$ cat config.mk
export PLATFORM = sky130hd
export DESIGN_NAME = tone_sequencer_flat
export DESIGN_NICKNAME = d
export VERILOG_FILES = /design/src/rtl/tone_sequencer_pkg.sv /design/src/rtl/tone_sequencer_if.sv /design/src/rtl/tone_sequencer_song_rom.sv /design/src/rtl/tone_sequencer.sv /design/src/flat_wrapper.sv
export SDC_FILE = /design/constraint.sdc
export NUM_CORES = 1
export LEC_CHECK = 0
export CORE_UTILIZATION = 45
export DETAILED_ROUTE_END_ITERATION = 6
export GPL_ROUTABILITY_DRIVEN = 0
export GPL_TIMING_DRIVEN = 1
export SYNTH_ARGS = -nofsm -noshare
export SYNTH_HDL_FRONTEND = slang
export SYNTH_SLANG_ARGS = --single-unit
$ cat constraint.sdc
create_clock -name CLK_50M -period 3.05 [get_ports CLK_50M]
set_input_delay 0.305 -clock CLK_50M [delete_from_list [all_inputs] [get_ports CLK_50M]]
set_output_delay 0.305 -clock CLK_50M [all_outputs]
set_load 0.03 [all_outputs]
$ cat src/rtl/tone_sequencer_pkg.sv
// Shared types and constants for the tone sequencer.
// Contents:
//   state_t       - sequencer FSM states
//   song_entry_t  - one song ROM entry {note, rest, dur}
//   NOTE_*        - note codes understood by the tone divider (0=do .. 7=high do)
//   make_entry    - helper used to build ROM entries
package tone_pkg;

    localparam int DEFAULT_SONG_LEN = 16;
    localparam int DUR_W            = 12;

    typedef enum logic [1:0] {
        ST_IDLE,
        ST_PLAY,
        ST_GAP,
        ST_DONE
    } state_t;

    typedef struct packed {
        logic [2:0]       note;
        logic             rest;
        logic [DUR_W-1:0] dur;   // milliseconds; 0 marks end of song
    } song_entry_t;

    localparam logic [2:0] NOTE_DO    = 3'd0;
    localparam logic [2:0] NOTE_RE    = 3'd1;
    localparam logic [2:0] NOTE_MI    = 3'd2;
    localparam logic [2:0] NOTE_FA    = 3'd3;
    localparam logic [2:0] NOTE_SOL   = 3'd4;
    localparam logic [2:0] NOTE_LA    = 3'd5;
    localparam logic [2:0] NOTE_TI    = 3'd6;
    localparam logic [2:0] NOTE_DO_HI = 3'd7;

    function automatic song_entry_t make_entry(input logic [2:0] note,
                                               input logic rest,
                                               input logic [DUR_W-1:0] dur);
        song_entry_t e;
        e.note = note;
        e.rest = rest;
        e.dur  = dur;
        return e;
    endfunction

endpackage

$ cat src/rtl/tone_sequencer_if.sv
// Control/status bundle between a player front-end (master) and the
// tone sequencer (slave).
//   start, stop  - single-cycle command pulses
//   pause        - level, freezes playback
//   loop_en      - level, wrap to entry 0 at end of song
//   note_sel     - note code to the tone divider
//   tone_en      - audio gate to the tone divider
//   playing      - high while a song is in progress
//   note_idx     - current song ROM entry
//   done         - one-cycle pulse at the natural end of a song
interface tone_sequencer_if #(
    parameter int SONG_LEN = tone_pkg::DEFAULT_SONG_LEN
);
    localparam int IDX_W = (SONG_LEN > 1) ? $clog2(SONG_LEN) : 1;

    logic             start;
    logic             stop;
    logic             pause;
    logic             loop_en;
    logic [2:0]       note_sel;
    logic             tone_en;
    logic             playing;
    logic [IDX_W-1:0] note_idx;
    logic             done;

    modport master (
        output start, stop, pause, loop_en,
        input  note_sel, tone_en, playing, note_idx, done
    );

    modport slave (
        input  start, stop, pause, loop_en,
        output note_sel, tone_en, playing, note_idx, done
    );

endinterface

$ cat src/rtl/tone_sequencer_song_rom.sv
// Combinational song ROM.
//   addr  in   entry index
//   entry out  {note, rest, dur} for that index
// Default melody: an ascending scale do..high do, 250 ms per note,
// terminated by a zero-duration entry.
module tone_song_rom
    import tone_pkg::*;
#(
    parameter int IDX_W = 4
) (
    input  logic [IDX_W-1:0] addr,
    output song_entry_t      entry
);

    always_comb begin
        entry = make_entry(NOTE_DO, 1'b0, 12'd0);
        case (int'(addr))
            0:       entry = make_entry(NOTE_DO,    1'b0, 12'd250);
            1:       entry = make_entry(NOTE_RE,    1'b0, 12'd250);
            2:       entry = make_entry(NOTE_MI,    1'b0, 12'd250);
            3:       entry = make_entry(NOTE_FA,    1'b0, 12'd250);
            4:       entry = make_entry(NOTE_SOL,   1'b0, 12'd250);
            5:       entry = make_entry(NOTE_LA,    1'b0, 12'd250);
            6:       entry = make_entry(NOTE_TI,    1'b0, 12'd250);
            7:       entry = make_entry(NOTE_DO_HI, 1'b0, 12'd250);
            8:       entry = make_entry(NOTE_DO,    1'b0, 12'd0);
            default: entry = make_entry(NOTE_DO,    1'b0, 12'd0);
        endcase
    end

endmodule

$ cat src/rtl/tone_sequencer.sv
// Autonomous melody controller driving the tone divider from a song ROM.
//   CLK_50M  in   system clock
//   RESET    in   asynchronous active-high reset
//   bus      slave side of tone_sequencer_if (commands in, note/gate/status out)
// Every entry plays for dur ms (gate high unless rest), followed by a silent
// GAP_MS gap with the note held. All outputs are registered.
module tone_sequencer
    import tone_pkg::*;
#(
    parameter int CLK_FREQ = 50_000_000,
    parameter int TICK_HZ  = 1000,
    parameter int SONG_LEN = DEFAULT_SONG_LEN,
    parameter int GAP_MS   = 20
) (
    input  logic           CLK_50M,
    input  logic           RESET,
    tone_sequencer_if.slave bus
);

    localparam int TICK_DIV = CLK_FREQ / TICK_HZ;
    localparam int TICK_W   = (TICK_DIV > 1) ? $clog2(TICK_DIV) : 1;
    localparam int IDX_W    = (SONG_LEN > 1) ? $clog2(SONG_LEN) : 1;

    localparam logic [TICK_W-1:0] TICK_LAST = TICK_W'(TICK_DIV - 1);
    localparam logic [DUR_W-1:0]  GAP_LOAD  = DUR_W'(GAP_MS);
    localparam logic [DUR_W-1:0]  DUR_ONE   = DUR_W'(1);
    localparam logic [IDX_W-1:0]  LAST_IDX  = IDX_W'(SONG_LEN - 1);

    state_t             state_reg, state_next;
    logic [TICK_W-1:0]  tick_cnt_reg, tick_cnt_next;
    logic [DUR_W-1:0]   dur_cnt_reg, dur_cnt_next;
    logic [IDX_W-1:0]   idx_reg, idx_next;
    logic [2:0]         note_reg, note_next;
    logic               rest_reg, rest_next;

    logic [2:0]         note_sel_reg, note_sel_next;
    logic               tone_en_reg, tone_en_next;
    logic               playing_reg, playing_next;
    logic               done_reg, done_next;

    song_entry_t        first_entry, next_entry;
    logic [IDX_W-1:0]   next_addr;
    logic               run, tick, dur_end;
    logic               do_load, do_clear;
    song_entry_t        load_entry;
    logic [IDX_W-1:0]   load_idx;

    // Two ROM ports: entry 0 for start/loop, entry idx+1 for advancing
    // and for spotting the terminator one entry ahead.
    assign next_addr = (idx_reg == LAST_IDX) ? '0 : idx_reg + 1'b1;

    tone_song_rom #(.IDX_W(IDX_W)) u_rom_first (
        .addr  ('0),
        .entry (first_entry)
    );

    tone_song_rom #(.IDX_W(IDX_W)) u_rom_next (
        .addr  (next_addr),
        .entry (next_entry)
    );

    // Timebase only advances while actively playing and not paused, so a
    // pause freezes both counters exactly where they were.
    assign run     = ((state_reg == ST_PLAY) || (state_reg == ST_GAP)) && !bus.pause;
    assign tick    = run && (tick_cnt_reg == TICK_LAST);
    assign dur_end = tick && (dur_cnt_reg == DUR_ONE);

    // State and datapath registers
    always_ff @(posedge CLK_50M or posedge RESET) begin
        if (RESET) begin
            state_reg    <= ST_IDLE;
            tick_cnt_reg <= '0;
            dur_cnt_reg  <= '0;
            idx_reg      <= '0;
            note_reg     <= '0;
            rest_reg     <= 1'b0;
            note_sel_reg <= '0;
            tone_en_reg  <= 1'b0;
            playing_reg  <= 1'b0;
            done_reg     <= 1'b0;
        end else begin
            state_reg    <= state_next;
            tick_cnt_reg <= tick_cnt_next;
            dur_cnt_reg  <= dur_cnt_next;
            idx_reg      <= idx_next;
            note_reg     <= note_next;
            rest_reg     <= rest_next;
            note_sel_reg <= note_sel_next;
            tone_en_reg  <= tone_en_next;
            playing_reg  <= playing_next;
            done_reg     <= done_next;
        end
    end

    // Next-state and counter logic
    always_comb begin
        state_next    = state_reg;
        tick_cnt_next = tick_cnt_reg;
        dur_cnt_next  = dur_cnt_reg;
        idx_next      = idx_reg;
        note_next     = note_reg;
        rest_next     = rest_reg;
        do_load       = 1'b0;
        do_clear      = 1'b0;
        load_entry    = first_entry;
        load_idx      = '0;

        if (run) begin
            tick_cnt_next = tick ? '0 : tick_cnt_reg + 1'b1;
            if (tick && (dur_cnt_reg != '0)) begin
                dur_cnt_next = dur_cnt_reg - 1'b1;
            end
        end

        if (bus.stop) begin
            state_next = ST_IDLE;
            do_clear   = 1'b1;
        end else begin
            case (state_reg)
                ST_IDLE: begin
                    if (bus.start && !bus.pause) begin
                        if (first_entry.dur == '0) begin
                            state_next = ST_DONE;
                            do_clear   = 1'b1;
                        end else begin
                            state_next = ST_PLAY;
                            do_load    = 1'b1;
                        end
                    end
                end
                ST_PLAY: begin
                    if (dur_end) begin
                        state_next    = ST_GAP;
                        tick_cnt_next = '0;
                        dur_cnt_next  = GAP_LOAD;
                    end
                end
                ST_GAP: begin
                    if (dur_end) begin
                        if ((idx_reg == LAST_IDX) || (next_entry.dur == '0)) begin
                            if (bus.loop_en) begin
                                state_next = ST_PLAY;
                                do_load    = 1'b1;
                            end else begin
                                state_next = ST_DONE;
                                do_clear   = 1'b1;
                            end
                        end else begin
                            state_next = ST_PLAY;
                            do_load    = 1'b1;
                            load_entry = next_entry;
                            load_idx   = next_addr;
                        end
                    end
                end
                ST_DONE: begin
                    // A start arriving here is dropped on purpose.
                    state_next = ST_IDLE;
                    do_clear   = 1'b1;
                end
                default: begin
                    state_next = ST_IDLE;
                    do_clear   = 1'b1;
                end
            endcase
        end

        if (do_clear) begin
            tick_cnt_next = '0;
            dur_cnt_next  = '0;
            idx_next      = '0;
            note_next     = '0;
            rest_next     = 1'b0;
        end
        if (do_load) begin
            tick_cnt_next = '0;
            dur_cnt_next  = load_entry.dur;
            idx_next      = load_idx;
            note_next     = load_entry.note;
            rest_next     = load_entry.rest;
        end
    end

    // Output decode, registered alongside the state
    always_comb begin
        playing_next  = (state_next == ST_PLAY) || (state_next == ST_GAP);
        note_sel_next = playing_next ? note_next : 3'd0;
        tone_en_next  = (state_next == ST_PLAY) && !rest_next && !bus.pause;
        done_next     = (state_next == ST_DONE);
    end

    assign bus.note_sel = note_sel_reg;
    assign bus.tone_en  = tone_en_reg;
    assign bus.playing  = playing_reg;
    assign bus.note_idx = idx_reg;
    assign bus.done     = done_reg;

endmodule

$ cat src/flat_wrapper.sv
// flat-port wrapper written by rule: the top's interface ports become plain ports
module tone_sequencer_flat import tone_pkg::*;
#(
    parameter int CLK_FREQ = 50_000_000,
    parameter int TICK_HZ  = 1000,
    parameter int SONG_LEN = DEFAULT_SONG_LEN,
    parameter int GAP_MS   = 20
)
  (CLK_50M, RESET, bus_start, bus_stop, bus_pause, bus_loop_en, bus_note_sel, bus_tone_en, bus_playing, bus_note_idx, bus_done);
  tone_sequencer_if #(.SONG_LEN(SONG_LEN)) bus_i ();
  input  logic CLK_50M;
  input  logic RESET;
  input wire logic [$bits(bus_i.start)-1:0] bus_start;
  input wire logic [$bits(bus_i.stop)-1:0] bus_stop;
  input wire logic [$bits(bus_i.pause)-1:0] bus_pause;
  input wire logic [$bits(bus_i.loop_en)-1:0] bus_loop_en;
  output wire logic [$bits(bus_i.note_sel)-1:0] bus_note_sel;
  output wire logic [$bits(bus_i.tone_en)-1:0] bus_tone_en;
  output wire logic [$bits(bus_i.playing)-1:0] bus_playing;
  output wire logic [$bits(bus_i.note_idx)-1:0] bus_note_idx;
  output wire logic [$bits(bus_i.done)-1:0] bus_done;
  assign bus_i.start = bus_start;
  assign bus_i.stop = bus_stop;
  assign bus_i.pause = bus_pause;
  assign bus_i.loop_en = bus_loop_en;
  assign bus_note_sel = bus_i.note_sel;
  assign bus_tone_en = bus_i.tone_en;
  assign bus_playing = bus_i.playing;
  assign bus_note_idx = bus_i.note_idx;
  assign bus_done = bus_i.done;
  tone_sequencer #(.CLK_FREQ(CLK_FREQ), .TICK_HZ(TICK_HZ), .SONG_LEN(SONG_LEN), .GAP_MS(GAP_MS)) u_core (.CLK_50M(CLK_50M), .RESET(RESET), .bus(bus_i));
endmodule
==> out/results.txt, run 1 <==
Outcome -> finished, final reports clean
# setup viols final -> 0
Peak supply drop -> 0.251 mV
CP max FO -> 8
Relative slew slack -> 60.3%
Wire length per cell -> 13.9 um
Max Clock Freq -> 365 MHz
DRC errors left -> 0
Hold_buf cts -> 0
Cell row count -> 25
Most common cell on crit path -> ha_1
Post-Syn Nets -> 259
Worst-path cell chain -> inv_1, ha_1, nor2b_2, nand4_2, nor4_4, buf_4, nor2_1, o21ai_0, o21a_1, ha_1, a21oi_1
Max-Cap Viols -> 0
H-tree depth -> 2
Postcts setup bufs -> 0
Final wirelength -> 4.60 mm
CP required -> 3.28 ns
Asr flop ratio synth -> 100%
Worst path bufs/invs -> 2
Synth Area per Inst -> 9.70 um2
Fin nets -> 279
Area of the mapped netlist -> 2350 um2
Final Hold Viols -> 0
Reg area -> 1100 um2
Number of max-slew violations in the final report -> 0
CTS tree -> done
First-pass DRT Iterations -> 4
Die H -> 74.2 um
Register area share after synthesis -> 46.9%
# fillers -> 482
Leakage power -> 1.19 nW
Critical Path AT -> 2.96 ns
RSZ-0062 raised after global routing -> false
Initial antenna violation count -> 0
Primary FF master, synth -> dfrtp_1
GRT Total Usage -> 19.5%
CP peak stage delay -> 0.42 ns
Top post-synthesis cells by area -> dfrtp_1, ha_1, xnor2_1
Maximum clock path buffer count -> 2
Multi-input logic area -> 1190 um2
Antenna Nets Post-Route -> 0
Slowest library cell on the worst path -> dfrtp_1
Placed cell count -> 322
Share of layout cells above drive strength 1 -> 8.75%
First-pass GRT wire length -> 8.06 mm
# clock sinks -> 44
# port buffers -> 15
HP Class -> in2async
Worst-path clk slew -> 0.09 ns
Tcrit/Tclk final -> 89.8%
Min cycle time layout -> 2.74 ns
Num CTS Buffers -> 5
Drt first-iter violations -> 70
Cells after Synth -> 242
Max FFs per register -> 16
Number of global-route vias before repair -> 1710
DIE WIDTH -> 74.2 um
Via Count -> 1742
Setup Total Neg Slack -> 0 ns
Number of synthesized flops with an enable pin -> 0
P&R area growth vs syn -> 14.0%
Root Buffer -> clkbuf_8
Die footprint -> 5510 um2
Final non-filler cell total -> 330
Synth cell types -> 49
Post-DP HPWL -> 3.38 mm
Core area -> 4880 um2
Largest net degree at the start of global routing -> 29
Worst-Margin Slew -> 0.592 ns
Power Dens Cells -> 417 nW/um2
I/O Pins -> 16
Layout Utilization -> 54.8%
# diodes -> 0
Seq cells post-synth -> 44
Crit end category -> flop
Crit path max-delay family -> simple AND/OR/NAND/NOR gates
Post-cts sizing count -> 0
Area share of the leading cell type in the synthesized netlist -> 46.9%
Cell taking the most area after synthesis -> dfrtp_1
Starting Density -> 48.1%
Placed Area -> 2580 um2
YS warnings -> 0
Drt via density -> 5.28
Clock Skews -> 0.0103 ns
GRT overflow -> 0
Setup CP Type -> reg2reg
Clk_lat worst skew -> 0.30 ns
Final Cell Area -> 2680 um2
Startpoint Class -> flop
where the power goes:
part	internal, mW	switching, mW
clock network	0.181	0.197
logic	0.0467	0.0845
registers	0.595	0.0113
total	0.823	0.293
Yosys cell counts (2+ instances only):
master and instances:
xnor2_1 13, nand4_1 5, or4_1 2, nand2b_1 3, nor2_1 27, nor3b_1 2
o21ai_1 3, ha_1 11, nor4_1 8, o21ai_0 9, and3_1 3, a21oi_1 9
inv_1 10, dfrtp_1 44, or3_1 3, xor2_1 9, clkbuf_1 3, nor2b_1 5
nand3_1 8, nand2_1 26, and2_1 3, nor3_1 9
logic make-up (layout without fill, tap and decap cells):
group	Yosys count	after routing	synth area share [%]
mux	2	2	0.906
fa+ha+maj	11	11	5.86
compound gates	29	29	7.35
xor+xnor	22	22	8.20
buf+inv	15	36	2.50
flops	44	44	46.9
simple gates	119	119	28.3
cells in the final DEF (no fill, tap or decap), types with 9 or more instances in the layout:
| master | n |
|---|---|
| dfrtp_1 | 44 |
| nor2_1 | 27 |
| nand2_1 | 26 |
| clkdlybuf4s50_1 | 15 |
| xnor2_1 | 13 |
| ha_1 | 11 |
| a21oi_1 | 9 |
| nor3_1 | 9 |
| inv_1 | 9 |
| o21ai_0 | 9 |
| xor2_1 | 9 |
metal layers:
metal	track usage [%]	up-vias	part of all wire (%)
met5	0	-	0
met3	4.07	10	3.8
met1	26.5	819	50
met2	30.7	33	45
li1	-	880	-
met4	7.55	0	1.9
cell type report:
class                           count  share of cell area, %
Clock buffer                        6                   3.09
Clock inverter                      2                  0.374
Inverter                           10                   1.40
Multi-Input combinational cell    183                   44.4
Sequential cell                    44                   41.1
Tap cell                           67                   3.13
Timing Repair Buffer               18                   6.45
path summary, 6_finish.rpt:
kind,slack [ns],to,cells past startpoint,from
worst max-delay path,0.31,u_core.bus.note_sel[1],11,u_core.state_reg[0]
worst min register to register,0.47,u_core.note_reg[1],2,u_core.note_reg[1]
worst min-delay path,0.31,u_core.bus.tone_en,2,RESET
min in group CLK_50M,0.47,u_core.note_reg[1],2,u_core.note_reg[1]
max in group asynchronous,2.02,u_core.tick_cnt_reg[6],3,RESET
worst max register to register,0.31,u_core.bus.note_sel[1],11,u_core.state_reg[0]
stage by stage:
step	setup slack, ns	hold slack, ns	power [mW]
floorplan	0.430	0.375	0.707
global placement	0.391	0.449	0.750
detailed placement	0.343	0.452	0.750
CTS	0.314	0.321	1.13
global route	0.0509	0.353	1.17
finish	0.312	0.308	1.12
(Power assumes the default switching activity.)
==> run 2, diff against run 1 <==
- CORE_MARGIN: default -> 4
==> run 2 against run 1 <==
Compared with the run above:
- cell area rose by 1.4%
- sequential share of layout area fell by 0.57 points
- largest power group unchanged
- flip-flop and latch count did not move
- setup slack got worse by 0.028 ns
- die area rose by 17%
- fmax fell by 1.0%
- hold slack improved by 0.019 ns
- sequential power barely moved
==> out/results.txt, run 2 (synthesis results as in run 1) <==
Drt first-iter violations -> 78
P&R area growth vs syn -> 15.6%
Crit end category -> flop
RSZ-0062 raised after global routing -> false
Startpoint Class -> flop
Worst-Margin Slew -> 0.666 ns
Comb power frac -> 10.9%
GRT Total Usage -> 16.3%
Placed cell count -> 325
Worst reg2reg setup slack -> 0.28 ns
FF-to-FF path depth -> 9
Power Dens Cells -> 449 nW/um2
RR Endpoint -> u_core.bus.note_sel[2]
Antenna Nets Post-Route -> 0
CP max FO -> 7
Clock Skews -> 0.00888 ns
HP Class -> in2async
Root Buffer -> clkbuf_8
Final Cell Area -> 2710 um2
Hold_buf cts -> 0
Max Clock Freq -> 361 MHz
CP required -> 3.27 ns
Num CTS Buffers -> 5
Worst r2r src -> u_core.state_reg[0]
Postcts setup bufs -> 0
Critical Path AT -> 2.99 ns
Sw Share -> 23.6%
Clock power frac -> 39.3%
Final Hold Viols -> 0
Setup WS post-layout -> 0.284 ns
Via Count -> 1721
Largest net degree at the start of global routing -> 26
Initial antenna violation count -> 0
Setup Total Neg Slack -> 0 ns
Leakage power -> 1.20 nW
DRC errors left -> 0
Final non-filler cell total -> 333
Post-DP HPWL -> 3.36 mm
Cell row count -> 26
Relative slew slack -> 55.3%
Clk_lat worst skew -> 0.29 ns
# diodes -> 0
Die footprint -> 6440 um2
Number of global-route vias before repair -> 1657
Tcrit/Tclk final -> 90.7%
# port buffers -> 15
Drt via density -> 5.17
CP startpoint -> u_core.state_reg[0]
Worst-path clk slew -> 0.08 ns
Max FFs per register -> 16
I/O Pins -> 16
First-pass GRT wire length -> 8.11 mm
GRT overflow -> 0
Post-cts sizing count -> 0
H-tree depth -> 2
Most frequent cells in the layout -> dfrtp_1, nor2_1, nand2_1, clkdlybuf4s50_1, xnor2_1
Final wirelength -> 4.54 mm
Power Internal -> 931 uW
Max-Cap Viols -> 0
# setup viols final -> 0
Fin nets -> 279
Sw Pwr -> 288 uW
Wire length per cell -> 13.6 um
Outcome -> finished, final reports clean
Starting Density -> 46.3%
Fin Hold WS -> 0.327 ns
Min cycle time layout -> 2.77 ns
CP endpoint -> u_core.bus.note_sel[2]
# clock sinks -> 44
Maximum clock path buffer count -> 2
Leading cell type in the layout, fill and taps excluded -> dfrtp_1
Core area -> 5070 um2
Seq pwr share -> 49.8%
Number of max-slew violations in the final report -> 0
First-pass DRT Iterations -> 4
CTS tree -> done
Share of layout cells above drive strength 1 -> 8.75%
DIE WIDTH -> 80.2 um
Peak supply drop -> 0.204 mV
Placed Area -> 2590 um2
Setup CP Type -> reg2reg
Die H -> 80.2 um
DP Worst Slack -> 0.305 ns
-- run 2: cell count changes in the layout (fill, tap and decap cells not counted) --
cell       change
clkinv_2       -2
bufinv_16      +1
clkbuf_8       +1
-- run 2: how the worst min path moves through the flow --
stage,cells past startpoint,endpoint,slack [ns]
4_1_cts,2,u_core.tick_cnt_reg[14],0.35
3_5_place_dp,2,u_core.note_reg[1],0.45
5_1_grt,2,u_core.tick_cnt_reg[14],0.37
2_1_floorplan,1,u_core.bus.tone_en,0.38
3_3_place_gp,2,u_core.note_reg[1],0.45
6_report,2,u_core.tick_cnt_reg[14],0.33
-- run 2: critical path: stages, from the launching register on --
cell and delay, ns:
dfrtp_1 0.43, inv_1 0.11, ha_1 0.30, nor2b_2 0.23, nand4_2 0.25, nor4_4 0.31, o22ai_1 0.12, a211oi_1 0.44
ha_1 0.37, a21oi_1 0.13
-- run 2: per-stage QoR --
stage | total power, mW | utilization, %
after floorplan | 0.707 | -
after global placement | 0.751 | 51.0
after detailed placement | 0.751 | 51.0
after CTS | 1.23 | 53.5
after global routing | 1.29 | 53.5
final | 1.22 | 53.5
-- run 2: per-layer routing --
layer / share of wire [%] / global-route usage (%) / vias up
met3: 3.6 / 3.14 / 9
met4: 1.9 / 5.74 / 0
met5: 0 / 0 / -
li1: - / - / 886
met1: 50 / 22.9 / 782
met2: 45 / 25.0 / 44
-- run 2: power by group through the flow --
stage / Combinational, mW / Clock, mW / Sequential, mW
floorplan: 0.0864 / 0 / 0.621
global placement: 0.133 / 0 / 0.618
detailed placement: 0.133 / 0 / 0.618
CTS: 0.134 / 0.494 / 0.606
global route: 0.151 / 0.528 / 0.609
finish: 0.132 / 0.479 / 0.607
-- run 2: final cells by class --
cell class                      instances  area [um2]
Clock buffer                            7        96.3
Clock inverter                          1        30.0
Fill cell                             474        2360
Multi-Input combinational cell        183        1190
Sequential cell                        44        1100
Tap cell                               70        87.6
Inverter                               10        37.5
Timing Repair Buffer                   18         173
==> run 3, diff against run 2 <==
- CAP_MARGIN: default -> 10
- CORE_MARGIN: 4 -> default
==> results of run 3 <==
Same layout as run 1: the final DEF is identical, and so are final timing and power.
